**src/rtl/pipe_ctrl.sv**
```systemverilog
// pipe_ctrl: sequencing controller for a 5-stage in-order core.
// Owns the fetch PC. Each cycle it decides whether decode issues, stalls or is flushed.
// A three-entry scoreboard (EX/MEM/WB) tracks in-flight destination registers and stalls
// decode on read-after-write hazards. A taken branch/jump reported from EX redirects fetch.
//
// Ports
//   clk, rst                 clock, synchronous active-high reset
//   dec_valid                decode holds a valid instruction
//   dec_rs1_v/dec_rs1        rs1 source enable and index
//   dec_rs2_v/dec_rs2        rs2 source enable and index
//   dec_rd_v/dec_rd          destination enable and index
//   redirect_v/redirect_pc   taken control transfer from EX and its target
//   pc                       registered fetch address
//   fetch_en                 fetch->decode register may load
//   issue_v                  decode->exec register loads a real instruction
//   flush                    clear fetch->decode and decode->exec valids
//   stall                    RAW hazard this cycle
//   stall_cnt                saturating count of stall cycles
module pipe_ctrl #(
  parameter logic [31:0] RESET_PC  = 32'h0,
  parameter bit          WB_BYPASS = 1'b0,
  parameter int unsigned CNT_W     = 16
) (
  input  logic             clk,
  input  logic             rst,
  input  logic             dec_valid,
  input  logic             dec_rs1_v,
  input  logic [4:0]       dec_rs1,
  input  logic             dec_rs2_v,
  input  logic [4:0]       dec_rs2,
  input  logic             dec_rd_v,
  input  logic [4:0]       dec_rd,
  input  logic             redirect_v,
  input  logic [31:0]      redirect_pc,
  output logic [31:0]      pc,
  output logic             fetch_en,
  output logic             issue_v,
  output logic             flush,
  output logic             stall,
  output logic [CNT_W-1:0] stall_cnt
);

  logic [31:0]      pc_q, pc_d;
  logic [CNT_W-1:0] cnt_q, cnt_d;
  logic             ex_v_q, mem_v_q, wb_v_q;
  logic [4:0]       ex_rd_q, mem_rd_q, wb_rd_q;
  logic             ex_v_d;
  logic             rs1_hit, rs2_hit;

  // With a write-first regfile the WB writer is visible to decode, so WB cannot hazard.
  assign rs1_hit = dec_rs1_v && (dec_rs1 != 5'd0) &&
                   ((ex_v_q && (ex_rd_q == dec_rs1)) ||
                    (mem_v_q && (mem_rd_q == dec_rs1)) ||
                    (!WB_BYPASS && wb_v_q && (wb_rd_q == dec_rs1)));
  assign rs2_hit = dec_rs2_v && (dec_rs2 != 5'd0) &&
                   ((ex_v_q && (ex_rd_q == dec_rs2)) ||
                    (mem_v_q && (mem_rd_q == dec_rs2)) ||
                    (!WB_BYPASS && wb_v_q && (wb_rd_q == dec_rs2)));

  // A redirect squashes the younger instruction in decode, so it also masks its hazard.
  assign stall     = dec_valid && !redirect_v && (rs1_hit || rs2_hit);
  assign issue_v   = dec_valid && !stall && !redirect_v;
  assign fetch_en  = !stall;
  assign flush     = redirect_v;
  assign pc        = pc_q;
  assign stall_cnt = cnt_q;

  // x0 writes are not tracked: they can never produce a hazard.
  assign ex_v_d = issue_v && dec_rd_v && (dec_rd != 5'd0);

  always_comb begin
    pc_d = pc_q + 32'd4;
    if (redirect_v) begin
      pc_d = redirect_pc;
    end else if (stall) begin
      pc_d = pc_q;
    end
  end

  always_comb begin
    cnt_d = cnt_q;
    if (stall && (cnt_q != {CNT_W{1'b1}})) begin
      cnt_d = cnt_q + CNT_W'(1);
    end
  end

  always_ff @(posedge clk) begin
    if (rst) begin
      pc_q     <= RESET_PC;
      cnt_q    <= '0;
      ex_v_q   <= 1'b0;
      mem_v_q  <= 1'b0;
      wb_v_q   <= 1'b0;
      ex_rd_q  <= 5'd0;
      mem_rd_q <= 5'd0;
      wb_rd_q  <= 5'd0;
    end else begin
      pc_q     <= pc_d;
      cnt_q    <= cnt_d;
      ex_v_q   <= ex_v_d;
      ex_rd_q  <= dec_rd;
      mem_v_q  <= ex_v_q;
      mem_rd_q <= ex_rd_q;
      wb_v_q   <= mem_v_q;
      wb_rd_q  <= mem_rd_q;
    end
  end

endmodule

```
**config.mk**
```make
export PLATFORM = sky130hd
export DESIGN_NAME = pipe_ctrl
export DESIGN_NICKNAME = d
export VERILOG_FILES = /design/src/rtl/pipe_ctrl.sv
export SDC_FILE = /design/constraint.sdc
export NUM_CORES = 1
export LEC_CHECK = 0
export CORE_MARGIN = 3
export CORE_UTILIZATION = 35
export CTS_CLUSTER_DIAMETER = 40
export DETAILED_ROUTE_END_ITERATION = 8
export REMOVE_ABC_BUFFERS = 1
export SYNTH_ARGS = -nofsm -noshare
export SYNTH_HDL_FRONTEND = slang
export SYNTH_SLANG_ARGS = --single-unit
```
**constraint.sdc**
```tcl
create_clock -name clk -period 3.5 [get_ports clk]
set_input_delay 0.875 -clock clk [delete_from_list [all_inputs] [get_ports clk]]
set_output_delay 0.875 -clock clk [all_outputs]
set_load 0.01 [all_outputs]
```
* Yosys cells after proc, flatten, opt, wreduce, memory -nomap -nowiden
Cells that the tools add are included.
** Storage, ports and cells
- Register bits :: 66
- Input bits :: 54
- Output and inout bits :: 52
- Word-level logic and storage cells :: 47
** Operators by class
- Add/sub/neg operators :: 2
- Eq/ne operators :: 8
- Multiplexer cells :: 2
- Reductions and logical operators :: 27
** Operators with widths (count)
- two-way mux 32 bit :: 2
- adder 32 x 3 -> 32 bit, second input constant :: 1
- == test 5 bit :: 6
- logical AND 1 bit :: 17
- adder 16 x 1 -> 16 bit, second input constant :: 1
- inequality test 16 bit, second input constant :: 1
- nonzero test 5 bit :: 3
- logical OR 1 bit :: 5
- logical NOT 1 bit :: 2
- inequality test 2 bit, second input constant :: 1

* Logic depth before layout (Yosys ltp)
Gate-level depths: netlist of the first run.
- Word-level depth :: 12
- Gate-level depth with buffers :: 11
- Mapped depth without buffers :: 8

* Worst setup path after synthesis of the first run
Ideal clock, no wire load.
- Path type :: input port to output port
- Start point :: in dec_rs2[1]
- End point :: out fetch_en
- Data arrival time :: 2.178 ns
- Required time :: 2.625 ns
- Setup slack :: 0.447 ns
- Cell stages on the path :: 8
- Buffers on the path :: 2
- Cell sequence :: or4_1 > o21ai_1 > nor2_1 > o31ai_2 > nand2_4 > inv_4 > buf_6 > buf_4
** On the way
- Longest elaborated chain between the ends :: 8
- Elaborated cells on any way between the ends :: 14
- Classes of those cells :: eq/ne (3); reduce/logical (11)
** RTL lines
- start: declaration :: line 30 : input logic [4:0] dec_rs2,
- == test 5 bit, on equally long branches :: line 56, 57
- logical AND 1 bit, on equally long branches :: line 56, 57
- logical OR 1 bit :: line 56 : ((ex_v_q && (ex_rd_q == dec_rs2)) ||
- logical OR 1 bit :: line 57 : (mem_v_q && (mem_rd_q == dec_rs2)) ||
- logical AND 1 bit * :: line 55 : assign rs2_hit = dec_rs2_v && (dec_rs2 != 5'd0) &&
- logical OR 1 bit * :: line 61 : assign stall = dec_valid && !redirect_v && (rs1_hit || rs2_hit);
- logical AND 1 bit * :: line 61
- logical NOT 1 bit * :: line 63 : assign fetch_en = !stall;
- end: declaration :: line 36 : output logic fetch_en,
Mark *: on every way between the ends. The rest lies on a longest branch, timed or not.

* Worst setup path in the final report of the first run
- Start point :: in dec_rs1[1]
- End point :: out issue_v
** On the way
- Longest elaborated chain between the ends :: 10
- Elaborated cells on any way between the ends :: 16
- Classes of those cells :: eq/ne (3); reduce/logical (13)
** RTL lines
- start: declaration :: line 28 : input logic [4:0] dec_rs1,
- == test 5 bit, on equally long branches :: line 52, 53
- logical AND 1 bit, on equally long branches :: line 52, 53
- logical OR 1 bit :: line 52 : ((ex_v_q && (ex_rd_q == dec_rs1)) ||
- logical OR 1 bit :: line 53 : (mem_v_q && (mem_rd_q == dec_rs1)) ||
- logical AND 1 bit * :: line 51 : assign rs1_hit = dec_rs1_v && (dec_rs1 != 5'd0) &&
- logical OR 1 bit * :: line 61
- logical AND 1 bit * :: line 61
- logical NOT 1 bit * :: line 62 : assign issue_v = dec_valid && !stall && !redirect_v;
- logical AND 1 bit * (2 in series) :: line 62
- end: declaration :: line 37 : output logic issue_v,
Marks and branches as above.

==> summary.txt, run 1 <==
Power
  – Leak pwr: 1.89 nW
  – Internal: 0.00134 W
  – Relative contribution of the clock network to total power: 0.402
  – Combinational fraction of design power: 0.149
  – Worst IR Drop VDD: 0.190 mV
  – Net switching component of the power: 0.000480 W
  – Sequential power share: 0.450
  – Switching power share of the total: 0.264
  – Total power: 0.00182 W
  – P per Cell Area: 353 mW/mm^2

Worst setup path
  – Critical Path RT: 2.62 ns
  – Data arrival time of the worst path: 2.59 ns
  – Kind of capture point of the worst setup path: primary output
  – Setup CP Type: in -> out
  – Startpoint Class: input pin
  – Critical-path maximum fanout: 3

STA
  – Final hold violation count: 0
  – Slew Limit Fails: 0
  – Setup TNS: 0 ns
  – F_max: 0.288 GHz
  – Final critical-path share of the clock period: 0.991
  – Final worst clock skew: 0.0139 ns
  – Minimum clock period: 3.47 ns
  – Worst slew pin tran: 0.741 ns
  – Final setup viols: 0
  – Worst slew margin relative to its limit: 0.502

Synth
  – Count of distinct cell types in the synthesized netlist: 51
  – Post-Synthesis Cells: 461
  – Number of warning messages in the yosys log: 0
  – Number of synthesized flops with an enable pin: 0
  – Prevailing post-synth register cell: dfxtp_1
  – Synthesized area: 0.00371 sq mm
  – Async set-reset flop share out of synthesis: 0
  – Synthesized area divided by synthesized cell count: 8.05 sq um
  – Share of the yosys chip area belonging to registers: 0.356
  – Synthesis-stage register bit count: 66

Layout
  – Cell area after layout: 0.00515 sq mm
  – Syn-to-layout area delta: 38.8%
  – Final layout net count: 620
  – Diode insertion count for antenna repair: 0
  – Final standard cell count with taps included and fillers excluded: 702
  – Share of post-route cells with drive strength above 1: 0.112
  – Layout filler cell count: 975

GRT
  – Number of antenna violations at the first check in global routing: 0
  – Overflow left after global routing: 0
  – Total global routing track utilization: 0.188
  – Wire length of the first global-routing pass: 17700 um
  – Number of global-route vias before repair: 3606
  – Pin count of the biggest net entering global routing: 73

Status
  – Status: complete, no violations

Die
  – Number of primary I/O pins: 106
  – Effective utilization at floorplan: 0.370
  – Die extent in x: 109 um
  – Placement row count: 36
  – Vertical extent of the die: 109 um
  – Core Box Area: 0.0100 sq mm
  – Total Die Area: 0.0119 sq mm

Clock network
  – Clock root buffer master: clkbuf_8
  – Clock transition time at the flip-flop clock pins of the worst setup and hold paths: 0.08 ns
  – Sink Count: 66
  – CTS tree: built
  – Clock buffers created by TritonCTS: 9
  – H-tree levels: 3
  – Clock Tree Buf Depth: 2
  – Clock network latency to the later pin of the worst-skew pair: 0.34 ns

Placement
  – Count of buffers from port buffering: 105
  – Weighted congestion reported at the end of routability-driven placement: 0.892
  – Placed cell count: 681
  – DP HPWL: 7860 um
  – Placed cell area: 0.00486 sq mm

Flow run
  – Number of max-cap violations: 0

Route
  – Total via count in the routed design: 3795
  – Routed vias/inst: 5.41
  – Wire length after detailed routing: 11100 um
  – Final ANT Viol Nets: 0
  – First drt pass iteration count: 4
  – DRC violations left: 0
  – First-iteration detailed-routing DRC count: 146
  – Average wire length per cell after detail routing: 15.9 um

Worst hold path
  – Worst min-delay path class: reg -> reg
## cells in the final DEF, fill, tap and decap left out, types with 3 or more instances in the layout
master            n
o41ai_1           4
o21a_1            3
clkdlybuf4s50_1  90
o31ai_1           5
nor2b_1          22
nor2_1           38
or4_1             4
a211oi_1          4
a22o_1            6
dfxtp_1          66
mux2i_1           5
a211oi_2          3
and3_1           12
and2_1            4
a22oi_1           4
nor4_1           10
buf_4            16
dlygate4sd2_1    12
nor4b_1           3
and3_2            4
and4_1            3
a31oi_1           5
o21ai_0          27
xnor2_1           6
o32ai_1           6
or3_1             7
nand3_1          12
a31o_2            6
nand4_1          10
clkbuf_8          9
a21oi_1          37
nor3_1           17
xor2_1           24
inv_1             6
mux2_2            5
nand2_1          41
## layout make-up
class / count / area [sq um] / share of cell area
well taps: 133 / 166 / 0.0323
inverters: 8 / 32.5 / 0.00631
clock inverters: 7 / 100 / 0.0194
repair buffers: 121 / 1150 / 0.222
flip-flops and latches: 66 / 1320 / 0.256
multi-input cells: 358 / 2260 / 0.439
clock buffers: 9 / 124 / 0.0240
## worst max-delay path, stage by stage
cell and delay [ns]:
dlygate4sd2_1 0.28, buf_4 0.16, xor2_1 0.16, nor4_1 0.07, and3_2 0.21, buf_4 0.13, nor3_1 0.17, o22ai_1 0.12
nor2_1 0.16, clkdlybuf4s15_1 0.26
## state kept, by name, indices dropped and copies added (netlist names)
name       count
stall_cnt     16
pc            32
wb_rd_q        5
mem_v_q        1
ex_v_q         1
mem_rd_q       5
ex_rd_q        5
wb_v_q         1
## layer usage
| metal | up-vias | track usage | part of all wire | wire length (um) |
|---|---|---|---|---|
| li1 | 1893 | - | - | - |
| met1 | 1775 | 0.260 | 0.46 | 5100 |
| met2 | 113 | 0.289 | 0.46 | 5080 |
| met3 | 14 | 0.0397 | 0.071 | 793 |
| met4 | 0 | 0.0649 | 0.016 | 176 |
| met5 | - | 0 | 0 | 0 |
## what timing repair did
action                     in CTS  in global routing
setup endpoints to repair       3                  2
gates resized for setup        18                  9
pin swaps                       7                  7
cloned                          0                  0
buffers inserted                1                  4
hold buffers                    0                  0
## cell usage after synthesis, types with 10 or more instances
master	count	area, sq um
dfxtp_1	66	1320
nand2_1	41	154
nor2_1	38	143
a21oi_1	37	185
o21ai_0	27	135
xor2_1	24	210
nor2b_1	22	138
nor3_1	17	85.1
and3_1	16	100
clkbuf_1	15	56.3
nand3_1	12	60.1
nor4_1	12	75.1
nand4_1	10	62.6
## final timing paths
path              start            to  slack (ns)  cells after the start
max          dec_rs1[1]       issue_v        0.03                     10
min reg2reg     mem_v_q        wb_v_q        0.49                      1
min             mem_v_q        wb_v_q        0.49                      1
max reg2reg  wb_rd_q[3]  stall_cnt[4]        0.87                     10
## per-stage QoR
step / util / hold slack, ns / worst slack (ns)
global placement: 0.484 / 0.469 / -0.366
finish: 0.513 / 0.493 / 0.0321
detailed placement: 0.484 / 0.473 / -0.393
floorplan: - / 0.443 / 0.371
global route: 0.513 / 0.512 / -0.0345
CTS: 0.507 / 0.487 / 0.00523
## kinds of logic after synthesis
kind of cell | after synthesis | share of synthesized area
multiplexers | 10 | 0.0286
XOR/XNOR | 30 | 0.0708
flip-flops | 66 | 0.356
AND/OR/NAND/NOR | 196 | 0.276
AO/OA/AOI/OAI | 120 | 0.214
buffers and inverters | 37 | 0.0475
adder cells (fa/ha/maj) | 2 | 0.00674
## power groups by stage
stage	registers, W	logic [W]	clock network (W)
2_1_floorplan	0.000837	0.0000929	0
3_3_place_gp	0.000835	0.000265	0
3_5_place_dp	0.000835	0.000270	0
4_1_cts	0.000818	0.000269	0.000753
5_1_grt	0.000824	0.000295	0.000789
6_report	0.000818	0.000271	0.000731
No activity file was read; power rests on OpenSTA's default activity.
==> run 2: changes to the inputs <==
--- a/config.mk
+++ b/config.mk
@@ -6,8 +6,7 @@
 export NUM_CORES = 1
 export LEC_CHECK = 0
 export CORE_MARGIN = 3
-export CORE_UTILIZATION = 35
-export CTS_CLUSTER_DIAMETER = 40
+export CORE_UTILIZATION = 25
 export DETAILED_ROUTE_END_ITERATION = 8
 export REMOVE_ABC_BUFFERS = 1
 export SYNTH_ARGS = -nofsm -noshare
==> summary.txt, run 2 (same netlist as run 1, synthesis figures left out) <==
Route
  – First-iteration detailed-routing DRC count: 211
  – Final ANT Viol Nets: 0
  – DRC violations left: 0
  – Wire length after detailed routing: 11500 um
  – First drt pass iteration count: 4
  – Routed vias/inst: 5.08
  – Average wire length per cell after detail routing: 15.4 um
  – Total via count in the routed design: 3817

Layout
  – Number of flip-flops under the largest register name: 32
  – Final layout net count: 622
  – Syn-to-layout area delta: 43.7%
  – Most common cell after layout, fill and taps aside: clkdlybuf4s50_1
  – Commonest cells after routing, fill and taps aside: clkdlybuf4s50_1 (90), dfxtp_1 (66), nand2_1 (41), a21oi_1 (37), nor2_1 (35)
  – Diode insertion count for antenna repair: 0
  – Layout filler cell count: 1486
  – Final core utilization: 0.376
  – Share of post-route cells with drive strength above 1: 0.121

Clock network
  – Sink Count: 66
  – Hold-fix buffer count after cts: 0
  – H-tree levels: 3
  – Clock Tree Buf Depth: 2
  – Clock network latency to the later pin of the worst-skew pair: 0.33 ns
  – Clock transition time at the flip-flop clock pins of the worst setup and hold paths: 0.05 ns
  – CTS tree: built
  – Clock buffers created by TritonCTS: 9
  – Clock root buffer master: clkbuf_16

GRT
  – Pin count of the biggest net entering global routing: 73
  – Number of global-route vias before repair: 3672
  – Wire length of the first global-routing pass: 18700 um
  – Total global routing track utilization: 0.142
  – Overflow left after global routing: 0
  – Number of antenna violations at the first check in global routing: 0

STA
  – Setup TNS: 0 ns
  – Worst slew pin tran: 0.784 ns
  – PnR worst setup slack: 0.0439 ns
  – Final worst clock skew: 0.00632 ns
  – Worst Hold Margin: 0.483 ns
  – Worst slew margin relative to its limit: 0.474
  – Final setup viols: 0
  – Final critical-path share of the clock period: 0.987
  – Slew Limit Fails: 0
  – Minimum clock period: 3.46 ns
  – F_max: 0.289 GHz
  – Final hold violation count: 0

Status
  – Status: complete, no violations

Placement
  – Count of buffers from port buffering: 105
  – Post-place setup slack: -0.428 ns
  – DP HPWL: 8310 um
  – Weighted congestion reported at the end of routability-driven placement: 0.865

Worst setup path
  – Startpoint Class: input pin
  – Data arrival time of the worst path: 2.58 ns
  – Critical Path RT: 2.62 ns
  – Kind of capture point of the worst setup path: primary output
  – Setup CP Type: in -> out
  – Critical-path maximum fanout: 4

Flow run
  – Number of max-cap violations: 0

Die
  – Vertical extent of the die: 128 um
  – Die extent in x: 128 um
  – Total Die Area: 0.0163 sq mm
  – Placement row count: 43
  – Number of primary I/O pins: 106
  – Effective utilization at floorplan: 0.261
  – Core Box Area: 0.0142 sq mm

Power
  – Leak pwr: 1.94 nW
  – P per Cell Area: 391 mW/mm^2
  – Worst IR Drop VDD: 0.219 mV

Worst hold path
  – Worst min-delay path class: reg -> reg
==> run 2: changes by cell type in the layout (fill, tap and decap cells not counted), moves of 3 or more <==
cell,change
clkbuf_16,+9
dlygate4sd2_1,-8
clkbuf_8,-7
clkdlybuf4s15_1,+4
and3_1,+3
clkbuf_2,+3
nor2_1,-3
nor2_2,+3
==> run 2: layer usage <==
metal  track usage  routed length [um]
met5             0                   0
met4        0.0375                 123
met3        0.0479                 805
met2         0.228                5390
met1         0.183                5220
==> run 2: layout make-up <==
type,count,area [sq um],share of cell area
multi-input combinational,358,2270,0.425
timing repair buffer,123,1160,0.217
clock buffer,12,256,0.0481
clock inverter,4,73.8,0.0138
sequential,66,1320,0.248
tap,180,225,0.0422
inverter,8,32.5,0.00610
==> run 2: where the power goes <==
group          internal (W)  total (W)  switching (W)
clock network      0.000662   0.000995       0.000333
registers          0.000783   0.000822      0.0000387
logic              0.000151   0.000271       0.000120
total               0.00160    0.00209       0.000491
==> run 2: final timing paths <==
check                           startpoint      endpoint  slack, ns  cells past startpoint
worst min-delay path               mem_v_q        wb_v_q       0.48                      1
worst min register to register     mem_v_q        wb_v_q       0.48                      1
worst max-delay path            dec_rs2[3]       issue_v       0.04                      8
worst max register to register  ex_rd_q[0]  stall_cnt[4]       0.89                     11
==> run 2: what timing repair did <==
action | in CTS | in global routing
gates resized for setup | 28 | 10
setup endpoints to repair | 3 | 3
buffers inserted | 3 | 2
pin swaps | 11 | 6
==> run 2: metrics by stage <==
stage	cell area [sq um]	total power, W	std cells
after global placement	4930	0.00110	730
after CTS	5320	0.00212	749
after floorplan	3570	0.000930	432
after global routing	5340	0.00218	751
after detailed placement	4930	0.00111	730
final	5340	0.00209	751
==> run 2: worst max-delay path: stages <==
cell	delay [ns]
dlygate4sd2_1	0.30
xor2_1	0.20
nor4_2	0.07
and3_2	0.20
nor3_1	0.30
o22ai_2	0.15
nor2_2	0.18
dlygate4sd2_1	0.30
==> run 3: changes to the inputs <==
--- a/config.mk
+++ b/config.mk
@@ -6,8 +6,9 @@
 export NUM_CORES = 1
 export LEC_CHECK = 0
 export CORE_MARGIN = 3
-export CORE_UTILIZATION = 25
+export CORE_UTILIZATION = 48
 export DETAILED_ROUTE_END_ITERATION = 8
+export PLACE_DENSITY = 0.8
 export REMOVE_ABC_BUFFERS = 1
 export SYNTH_ARGS = -nofsm -noshare
 export SYNTH_HDL_FRONTEND = slang
==> summary.txt, run 3 (same netlist as run 1, synthesis figures left out) <==
STA
  – PnR worst setup slack: -0.0548 ns
  – Worst slew margin relative to its limit: 0.479
  – Worst slew pin tran: 0.775 ns
  – Final critical-path share of the clock period: 1.02
  – Minimum clock period: 3.55 ns
  – Final worst clock skew: 0.00501 ns
  – Final hold violation count: 0
  – Setup TNS: -0.0548 ns
  – F_max: 0.281 GHz
  – Final setup viols: 1
  – Slew Limit Fails: 0

Worst setup path
  – Kind of capture point of the worst setup path: primary output
  – Worst path max stage delay: 0.34 ns
  – Critical Path RT: 2.62 ns
  – Data arrival time of the worst path: 2.68 ns
  – Setup CP Type: in -> out
  – Startpoint Class: input pin
  – Critical-path maximum fanout: 4
  – Most used cell along the critical path: dlygate4sd2_1
  – Worst Path Buf+Inv: 2
  – CP Cell Sequence: dlygate4sd2_1 > xor2_1 > nor4_1 > and3_2 > nor3_1 > o22ai_1 > nor2_2 > dlygate4sd2_1
  – Category of cells accounting for the largest share of critical-path delay: simple AND/OR/NAND/NOR gates
  – Cell at the slowest stage of the critical path: nor4_1

GRT
  – Number of global-route vias before repair: 3515
  – Total global routing track utilization: 0.250
  – Overflow left after global routing: 0
  – Wire length of the first global-routing pass: 17500 um
  – Number of antenna violations at the first check in global routing: 0
  – Pin count of the biggest net entering global routing: 73

Die
  – Total Die Area: 0.00883 sq mm
  – Placement row count: 31
  – Number of primary I/O pins: 106
  – Vertical extent of the die: 93.9 um
  – Core Box Area: 0.00737 sq mm
  – Die extent in x: 93.9 um
  – Effective utilization at floorplan: 0.504

Placement
  – Post-place setup slack: -0.422 ns
  – Count of buffers from port buffering: 105
  – Weighted congestion reported at the end of routability-driven placement: 0.881
  – DP HPWL: 7510 um

Status
  – Violated checks: setup timing
  – Status: complete, but fails checks

Route
  – First drt pass iteration count: 4
  – Routed vias/inst: 5.83
  – DRC violations left: 0
  – First-iteration detailed-routing DRC count: 255
  – Total via count in the routed design: 3894
  – Final ANT Viol Nets: 0
  – Wire length after detailed routing: 11100 um
  – Average wire length per cell after detail routing: 16.6 um

Layout
  – Final core utilization: 0.693
  – Final layout net count: 620
  – Diode insertion count for antenna repair: 0
  – Register area: 0.00132 sq mm
  – Commonest cells after routing, fill and taps aside: clkdlybuf4s50_1 (90), dfxtp_1 (66), nand2_1 (41), nor2_1 (37), a21oi_1 (37)
  – Share of post-route cells with drive strength above 1: 0.112
  – Number of flip-flops under the largest register name: 32
  – Syn-to-layout area delta: 37.6%
  – Most common cell after layout, fill and taps aside: clkdlybuf4s50_1
  – Layout filler cell count: 600
  – Area taken by multi-input logic gates: 0.00227 sq mm

Clock network
  – H-tree levels: 3
  – Clock Tree Buf Depth: 2
  – Clock transition time at the flip-flop clock pins of the worst setup and hold paths: 0.07 ns
  – Clock buffers created by TritonCTS: 9
  – Sink Count: 66
  – CTS tree: built
  – Clock network latency to the later pin of the worst-skew pair: 0.34 ns
  – Clock root buffer master: clkbuf_8

Power
  – Worst IR Drop VDD: 0.242 mV
  – P per Cell Area: 355 mW/mm^2
  – Leak pwr: 1.88 nW
  – Total power: 0.00182 W

Worst hold path
  – Worst min-delay path class: reg -> reg

Flow run
  – Number of max-cap violations: 0
==> run 3: changes by cell type in the layout (fill, tap and decap cells not counted), moves of 4 or more <==
cell | previous run | this run
clkbuf_16 | 9 | 0
clkbuf_8 | 2 | 9
dlygate4sd2_1 | 4 | 10
clkdlybuf4s15_1 | 5 | 1
==> run 3: power by group <==
part | internal (W) | switching, W | total [W]
registers | 0.000781 | 0.0000383 | 0.000820
logic | 0.000150 | 0.000123 | 0.000273
clock network | 0.000407 | 0.000317 | 0.000723
==> run 3: timing repair <==
| item | 4_1_cts | 5_1_grt |
|---|---|---|
| setup endpoints to repair | 3 | 3 |
| buffers inserted | 6 | 0 |
| resized for setup | 17 | 12 |
| hold buffers | 0 | 0 |
| pin swaps | 9 | 7 |
==> run 3: worst register-to-register path: cells and delay by family, from the launching register on <==
| kind | cells | cell delay [ns] |
|---|---|---|
| xor+xnor | 1 | 0.17 |
| simple gates | 4 | 1.11 |
| buf+inv | 3 | 0.43 |
| mux | 1 | 0.37 |
| compound gates | 1 | 0.08 |
| flops | 1 | 0.35 |
==> run 3: path summary, 6_finish.rpt <==
path | startpoint | end | slack, ns | cells after the start
worst max-delay path | dec_rs2[0] | issue_v | -0.05 | 8
worst max register to register | wb_rd_q[1] | stall_cnt[9] | 0.88 | 10
worst min register to register | stall_cnt[11] | stall_cnt[11] | 0.50 | 2
worst min-delay path | stall_cnt[11] | stall_cnt[11] | 0.50 | 2
==> run 3: cell type report <==
class	count	share of cell area
Multi-Input combinational cell	358	0.444
Sequential cell	66	0.259
Timing Repair Buffer	121	0.223
Clock buffer	9	0.0242
Tap cell	99	0.0242
Clock inverter	7	0.0198
Inverter	8	0.00637
==> run 3: through the flow <==
stage	instance area [sq um]	hold WS (ns)	cells
after CTS	5080	0.496	668
after detailed placement	4810	0.483	646
after global routing	5110	0.528	668
after global placement	4810	0.473	646
after floorplan	3570	0.443	432
final	5110	0.500	668
==> run 3: per-layer routing <==
| layer | part of all wire | GRT usage | routed length [um] |
|---|---|---|---|
| met1 | 0.44 | 0.340 | 4940 |
| met2 | 0.46 | 0.389 | 5140 |
| met3 | 0.074 | 0.0489 | 820 |
| met4 | 0.018 | 0.0939 | 203 |
| met5 | 0 | 0 | 0 |
